## src/rtl/uart_pkg.sv

```systemverilog
// uart_pkg: shared state encoding and parity mode constants for the UART receiver
package uart_pkg;
  typedef enum logic [2:0] {S_IDLE, S_START, S_DATA, S_PARITY, S_STOP, S_BRK_WAIT} state_t;
  localparam int PARITY_NONE = 0;
  localparam int PARITY_EVEN = 1;
  localparam int PARITY_ODD  = 2;
endpackage

```

## src/rtl/uart_sync_bit.sv

```systemverilog
// uart_sync_bit: multi-flop synchroniser for one asynchronous bit, resets to idle-high
module uart_sync_bit #(
  parameter int SYNC_STAGES = 2
) (
  input  logic clk,
  input  logic reset,
  input  logic d,
  output logic q
);
  logic [SYNC_STAGES-1:0] ff;
  always_ff @(posedge clk)
    if (reset) ff <= '1;
    else ff <= {ff[SYNC_STAGES-2:0], d};
  assign q = ff[SYNC_STAGES-1];
endmodule

```

## src/rtl/uart_rx_v2.sv

```systemverilog
// uart_rx_v2: oversampling UART receiver with majority vote, valid/ready output and error status
module uart_rx_v2
  import uart_pkg::*;
#(
  parameter int DATA_BITS   = 8,
  parameter int STOP_BITS   = 1,
  parameter int PARITY      = 0,
  parameter int OVERSAMPLE  = 16,
  parameter int SYNC_STAGES = 2
) (
  input  logic                 clk,
  input  logic                 reset,
  input  logic                 tick,
  input  logic                 rx,
  output logic [DATA_BITS-1:0] m_data,
  output logic                 m_valid,
  input  logic                 m_ready,
  output logic                 parity_err,
  output logic                 frame_err,
  output logic                 overrun,
  output logic                 brk,
  output logic                 busy
);
  localparam int CW = $clog2(OVERSAMPLE);
  localparam int BW = $clog2((DATA_BITS > STOP_BITS ? DATA_BITS : STOP_BITS) + 1);
  state_t state, state_n;
  logic [CW-1:0] cnt, cnt_n;
  logic [BW-1:0] bidx, bidx_n;
  logic [DATA_BITS-1:0] shreg, shreg_n;
  logic [1:0] hist;
  logic rx_s, vote, last, ferr, ferr_n, pbit, pbit_n, done, fe_done, pe_done, brk_det;
  uart_sync_bit #(.SYNC_STAGES(SYNC_STAGES)) u_sync (.clk(clk), .reset(reset), .d(rx), .q(rx_s));
  // vote covers the current sample plus the two previous tick samples
  assign vote    = (hist[0] & hist[1]) | (rx_s & (hist[0] | hist[1]));
  assign last    = cnt == CW'(OVERSAMPLE - 1);
  assign fe_done = ferr | ~vote;
  assign pe_done = PARITY == PARITY_EVEN ? ^shreg ^ pbit :
                   PARITY == PARITY_ODD  ? ~(^shreg ^ pbit) : 1'b0;
  assign brk_det = shreg == '0 && (PARITY == PARITY_NONE || !pbit) && fe_done;
  assign busy    = state != S_IDLE;
  always_ff @(posedge clk)
    if (reset) begin
      state <= S_IDLE;
      cnt   <= '0;
      bidx  <= '0;
      shreg <= '0;
      ferr  <= 1'b0;
      pbit  <= 1'b0;
      hist  <= 2'b11;
    end else begin
      state <= state_n;
      cnt   <= cnt_n;
      bidx  <= bidx_n;
      shreg <= shreg_n;
      ferr  <= ferr_n;
      pbit  <= pbit_n;
      if (tick) hist <= {hist[0], rx_s};
    end
  always_comb begin
    state_n = state;
    cnt_n   = cnt;
    bidx_n  = bidx;
    shreg_n = shreg;
    ferr_n  = ferr;
    pbit_n  = pbit;
    done    = 1'b0;
    if (tick)
      case (state)
        S_IDLE:
          if (!rx_s) begin
            state_n = S_START;
            cnt_n   = '0;
          end
        S_START:
          if (cnt == CW'(OVERSAMPLE / 2 - 1)) begin
            state_n = vote ? S_IDLE : S_DATA;
            cnt_n   = '0;
            bidx_n  = '0;
            ferr_n  = 1'b0;
          end else cnt_n = cnt + 1'b1;
        S_DATA: begin
          cnt_n = last ? '0 : cnt + 1'b1;
          if (last) begin
            shreg_n = {vote, shreg[DATA_BITS-1:1]};
            bidx_n  = bidx == BW'(DATA_BITS - 1) ? '0 : bidx + 1'b1;
            if (bidx == BW'(DATA_BITS - 1)) state_n = PARITY != PARITY_NONE ? S_PARITY : S_STOP;
          end
        end
        S_PARITY: begin
          cnt_n = last ? '0 : cnt + 1'b1;
          if (last) begin
            pbit_n  = vote;
            state_n = S_STOP;
          end
        end
        S_STOP: begin
          cnt_n = last ? '0 : cnt + 1'b1;
          if (last) begin
            ferr_n = fe_done;
            bidx_n = bidx + 1'b1;
            if (bidx == BW'(STOP_BITS - 1)) begin
              done    = 1'b1;
              bidx_n  = '0;
              state_n = brk_det ? S_BRK_WAIT : S_IDLE;
            end
          end
        end
        S_BRK_WAIT: if (rx_s) state_n = S_IDLE;
        default: state_n = S_IDLE;
      endcase
  end
  always_ff @(posedge clk)
    if (reset) begin
      m_data     <= '0;
      m_valid    <= 1'b0;
      parity_err <= 1'b0;
      frame_err  <= 1'b0;
      overrun    <= 1'b0;
      brk        <= 1'b0;
    end else begin
      overrun <= 1'b0;
      brk     <= done & brk_det;
      if (done && (!m_valid || m_ready)) begin
        m_data     <= shreg;
        parity_err <= pe_done;
        frame_err  <= fe_done;
        m_valid    <= 1'b1;
      end else if (done) overrun <= 1'b1;
      else if (m_ready) m_valid <= 1'b0;
    end
endmodule

```

## config.mk

```make
export PLATFORM = sky130hd
export DESIGN_NAME = uart_rx_v2
export DESIGN_NICKNAME = d
export VERILOG_FILES = /design/src/rtl/uart_pkg.sv /design/src/rtl/uart_sync_bit.sv /design/src/rtl/uart_rx_v2.sv
export SDC_FILE = /design/constraint.sdc
export NUM_CORES = 1
export LEC_CHECK = 0
export ABC_CLOCK_PERIOD_IN_PS = 2650
export CAP_MARGIN = 20
export CORE_UTILIZATION = 30
export CTS_CLUSTER_DIAMETER = 30
export DETAILED_ROUTE_END_ITERATION = 8
export SLEW_MARGIN = 20
export SYNTH_ARGS = -nofsm -noshare
export SYNTH_HDL_FRONTEND = slang
export SYNTH_SLANG_ARGS = --single-unit
```

## constraint.sdc

```tcl
create_clock -name clk -period 2.65 [get_ports clk]
set_input_delay 0.265 -clock clk [delete_from_list [all_inputs] [get_ports clk]]
set_output_delay 0.265 -clock clk [all_outputs]
set_load 0.05 [all_outputs]
```

==> flow_summary.yaml <==
sta:
  rsz0062_at_grt: "no"
  hold_viol_final: 0
  max_freq_mhz: 437
  worst_slew_margin_rel: 0.619
  finalCritPeriodShare: 0.864
  setup_violations: 0
  min_period_ps: 2290
  max_slew.worst_pin.slew_ps: 571
  slew_violations: 0
  setup_tns_ps: 0
  skew_ps: 8.22
die:
  die_w_microns: 77.6
  fp.dieArea_sq_mm: 0.00602
  die-height_microns: 77.6
  design.core.area_sq_mm: 0.00551
  rows: 27
  pin_count: 19
  start_util: 0.311
final_layout:
  num-nets-final: 206
  syn_to_final_growth_pct: 17.0
  fill_cells: 554
  mostFrequentLayoutCell: "dfxtp_1"
  design_area_sq_mm: 0.00200
  layout.cells.non_filler: 271
  final_cell_mix: "dfxtp_1 (36), nor2_1 (22), mux2i_1 (19)"
  antennaDiodeCount: 0
  drive_above_1_share: 0.111
  final_util: 0.364
pwr:
  p_leak_nw: 0.750
  irDropWorstVdd_mv: 0.199
  power.density_mw_per_mm2: 496
place:
  dp_cells: 263
  port_buffers: 17
  place.gp.congestion: 0.783
  postPlaceCellArea_sq_mm: 0.00192
  hpwl_microns: 2220
worst_setup_path:
  critical_path_depth: 2
  r2r_start: "state[0]"
  critPathLaunch: "state[0]"
  cp_max_fo: 13
  worstSetupEndpoint: "busy"
  critPathBufInv: 1
  ff2ff_setup_slack_ps: 430
  crit_family: "buffers and inverters"
  arrival_ps: 2020
  required_ps: 2380
  cp_slowest_cell: "clkdlybuf4s50_1"
  critPathMaxStageDelay_ps: 840
  worstSetupStartpointType: "flip-flop"
  r2r_end: "state[0]"
  crit_path_end_kind: "output port"
  rr_worst_depth: 5
  path_class: "flip-flop to output port"
  worstPathCellList: "or3_1 -> clkdlybuf4s50_1"
logic_synthesis:
  synthFlopType: "dfxtp_1"
  yosys_warnings: 0
  synth_compound_area_frac: 0.114
  synth_edf_count: 0
  syn_avg_cell_area_sq_um: 9.36
  synth-adder-area-share: 0.0278
  synth-seq-cells: 36
  yosysSeqAreaShare: 0.421
  syn-cell-area_sq_mm: 0.00171
  synthXorXnorAreaFrac: 0.00511
  syn_nets: 191
  async_flop_share: 0
  synthSimpleGateAreaFrac: 0.249
  muxShareOfSynthArea: 0.118
  postSynthCellCount: 183
  synth.distinct_cells: 50
  synth_top_family_by_area: "simple AND/OR/NAND/NOR gates"
status:
  status: "completed"
drt:
  drcViolationCount: 0
  firstDrtPassIters: 4
  via_count: 1298
  ant_nets: 0
  vias_per_cell: 4.79
  wl_per_cell_microns: 11.8
  drtIter0Drc: 78
  wirelength_microns: 3200
global_route:
  globalRouteTotalUtil: 0.116
  first_global_vias: 1155
  antenna_found_initial: 0
  grt_max_degree: 28
  grt_pass1_wl_microns: 5490
  overflow: 0
clocking:
  cts_buffers: 5
  cts_tree: "done"
  cts_resized: 0
  cts_setup_buffers: 0
  worstSkewPairLatency_ps: 300
  postCtsHoldBufs: 0
  clkSinkCount: 36
  clk_path_buf_depth: 2
  clockRootBuffer: "clkbuf_8"
  htree_levels: 2
  path_clk_slew_ps: 80
run:
  max_cap_violations: 0
worst_hold_path:
  hp-class: "flip-flop to flip-flop"
==> registers in the layout (all words and copies together) (netlist names) <==
| name | cells |
|---|---|
| overrun | 1 |
| brk | 1 |
| frame_err | 1 |
| shreg | 8 |
| state | 3 |
| m_valid | 1 |
| cnt | 4 |
| hist | 2 |
| bidx | 4 |
| ferr | 1 |
| m_data | 8 |
| u_sync.ff | 2 |
==> layout make-up <==
| type | count | area (sq um) | share of cell area |
|---|---|---|---|
| multi-input combinational | 129 | 883 | 0.441 |
| sequential | 36 | 721 | 0.360 |
| timing repair buffer | 22 | 208 | 0.104 |
| tap | 72 | 90.1 | 0.0449 |
| clock buffer | 5 | 68.8 | 0.0343 |
| clock inverter | 3 | 18.8 | 0.00936 |
| inverter | 4 | 15.0 | 0.00749 |
==> synth_stat cells, drive strengths merged (2+ instances only) <==
| master | count | area share |
|---|---|---|
| dfxtp | 36 | 0.42 |
| nor2 | 22 | 0.048 |
| mux2i | 19 | 0.11 |
| buf | 11 | 0.048 |
| a21oi | 8 | 0.026 |
| nand2 | 7 | 0.015 |
| nor3 | 6 | 0.020 |
| o21ai | 6 | 0.018 |
| inv | 4 | 0.0088 |
| nand2b | 4 | 0.015 |
| nor2b | 4 | 0.015 |
| nor3b | 4 | 0.020 |
| a211o | 3 | 0.015 |
| and3 | 3 | 0.012 |
| and3b | 3 | 0.016 |
| clkbuf | 3 | 0.0066 |
| ha | 3 | 0.022 |
| nand3 | 3 | 0.0088 |
| nand4 | 3 | 0.011 |
| nor4b | 3 | 0.015 |
| or2 | 3 | 0.011 |
| or4 | 3 | 0.013 |
| o211ai | 2 | 0.0088 |
| o21a | 2 | 0.0088 |
| or3 | 2 | 0.0073 |
==> cell families (layout without fill, tap and decap cells) <==
kind of cell / after synthesis / after routing
AOI/OAI and AO/OA: 29 / 29
xor gates and xnor gates: 1 / 1
adders and majority gates: 4 / 4
buffers and inverters: 18 / 34
DFF: 36 / 36
muxes: 20 / 20
other: 1 / 1
and+or+nand+nor: 74 / 74
==> where the power goes <==
part | internal, mW | total (mW) | switching (mW)
combinational | 0.0198 | 0.0488 | 0.0290
sequential | 0.545 | 0.550 | 0.00513
clock | 0.183 | 0.395 | 0.212
==> how the worst min path moves through the flow <==
stage                 start            to  slack, ps  cells past startpoint
3_3_place_gp   u_sync.ff[0]  u_sync.ff[1]        400                      1
4_1_cts        u_sync.ff[0]  u_sync.ff[1]        430                      1
3_5_place_dp   u_sync.ff[0]  u_sync.ff[1]        410                      1
2_1_floorplan            rx  u_sync.ff[0]        370                      1
5_1_grt        u_sync.ff[0]  u_sync.ff[1]        440                      1
6_report       u_sync.ff[0]  u_sync.ff[1]        430                      1
==> stage by stage <==
step           worst slack [ps]  hold slack (ps)  total power, mW
2_1_floorplan               609              369            0.601
3_3_place_gp                426              403            0.611
3_5_place_dp                381              406            0.612
4_1_cts                     369              425             1.01
5_1_grt                     287              440             1.04
6_report                    360              427            0.994
==> metal layers <==
| layer | GRT usage | vias to the layer above | wire [microns] |
|---|---|---|---|
| li1 | - | 676 | - |
| met1 | 0.145 | 600 | 1640 |
| met2 | 0.180 | 16 | 1410 |
| met3 | 0.0329 | 6 | 80 |
| met4 | 0.0623 | 0 | 74 |
| met5 | 0 | - | 0 |
No activity file was read; power rests on OpenSTA's default activity.
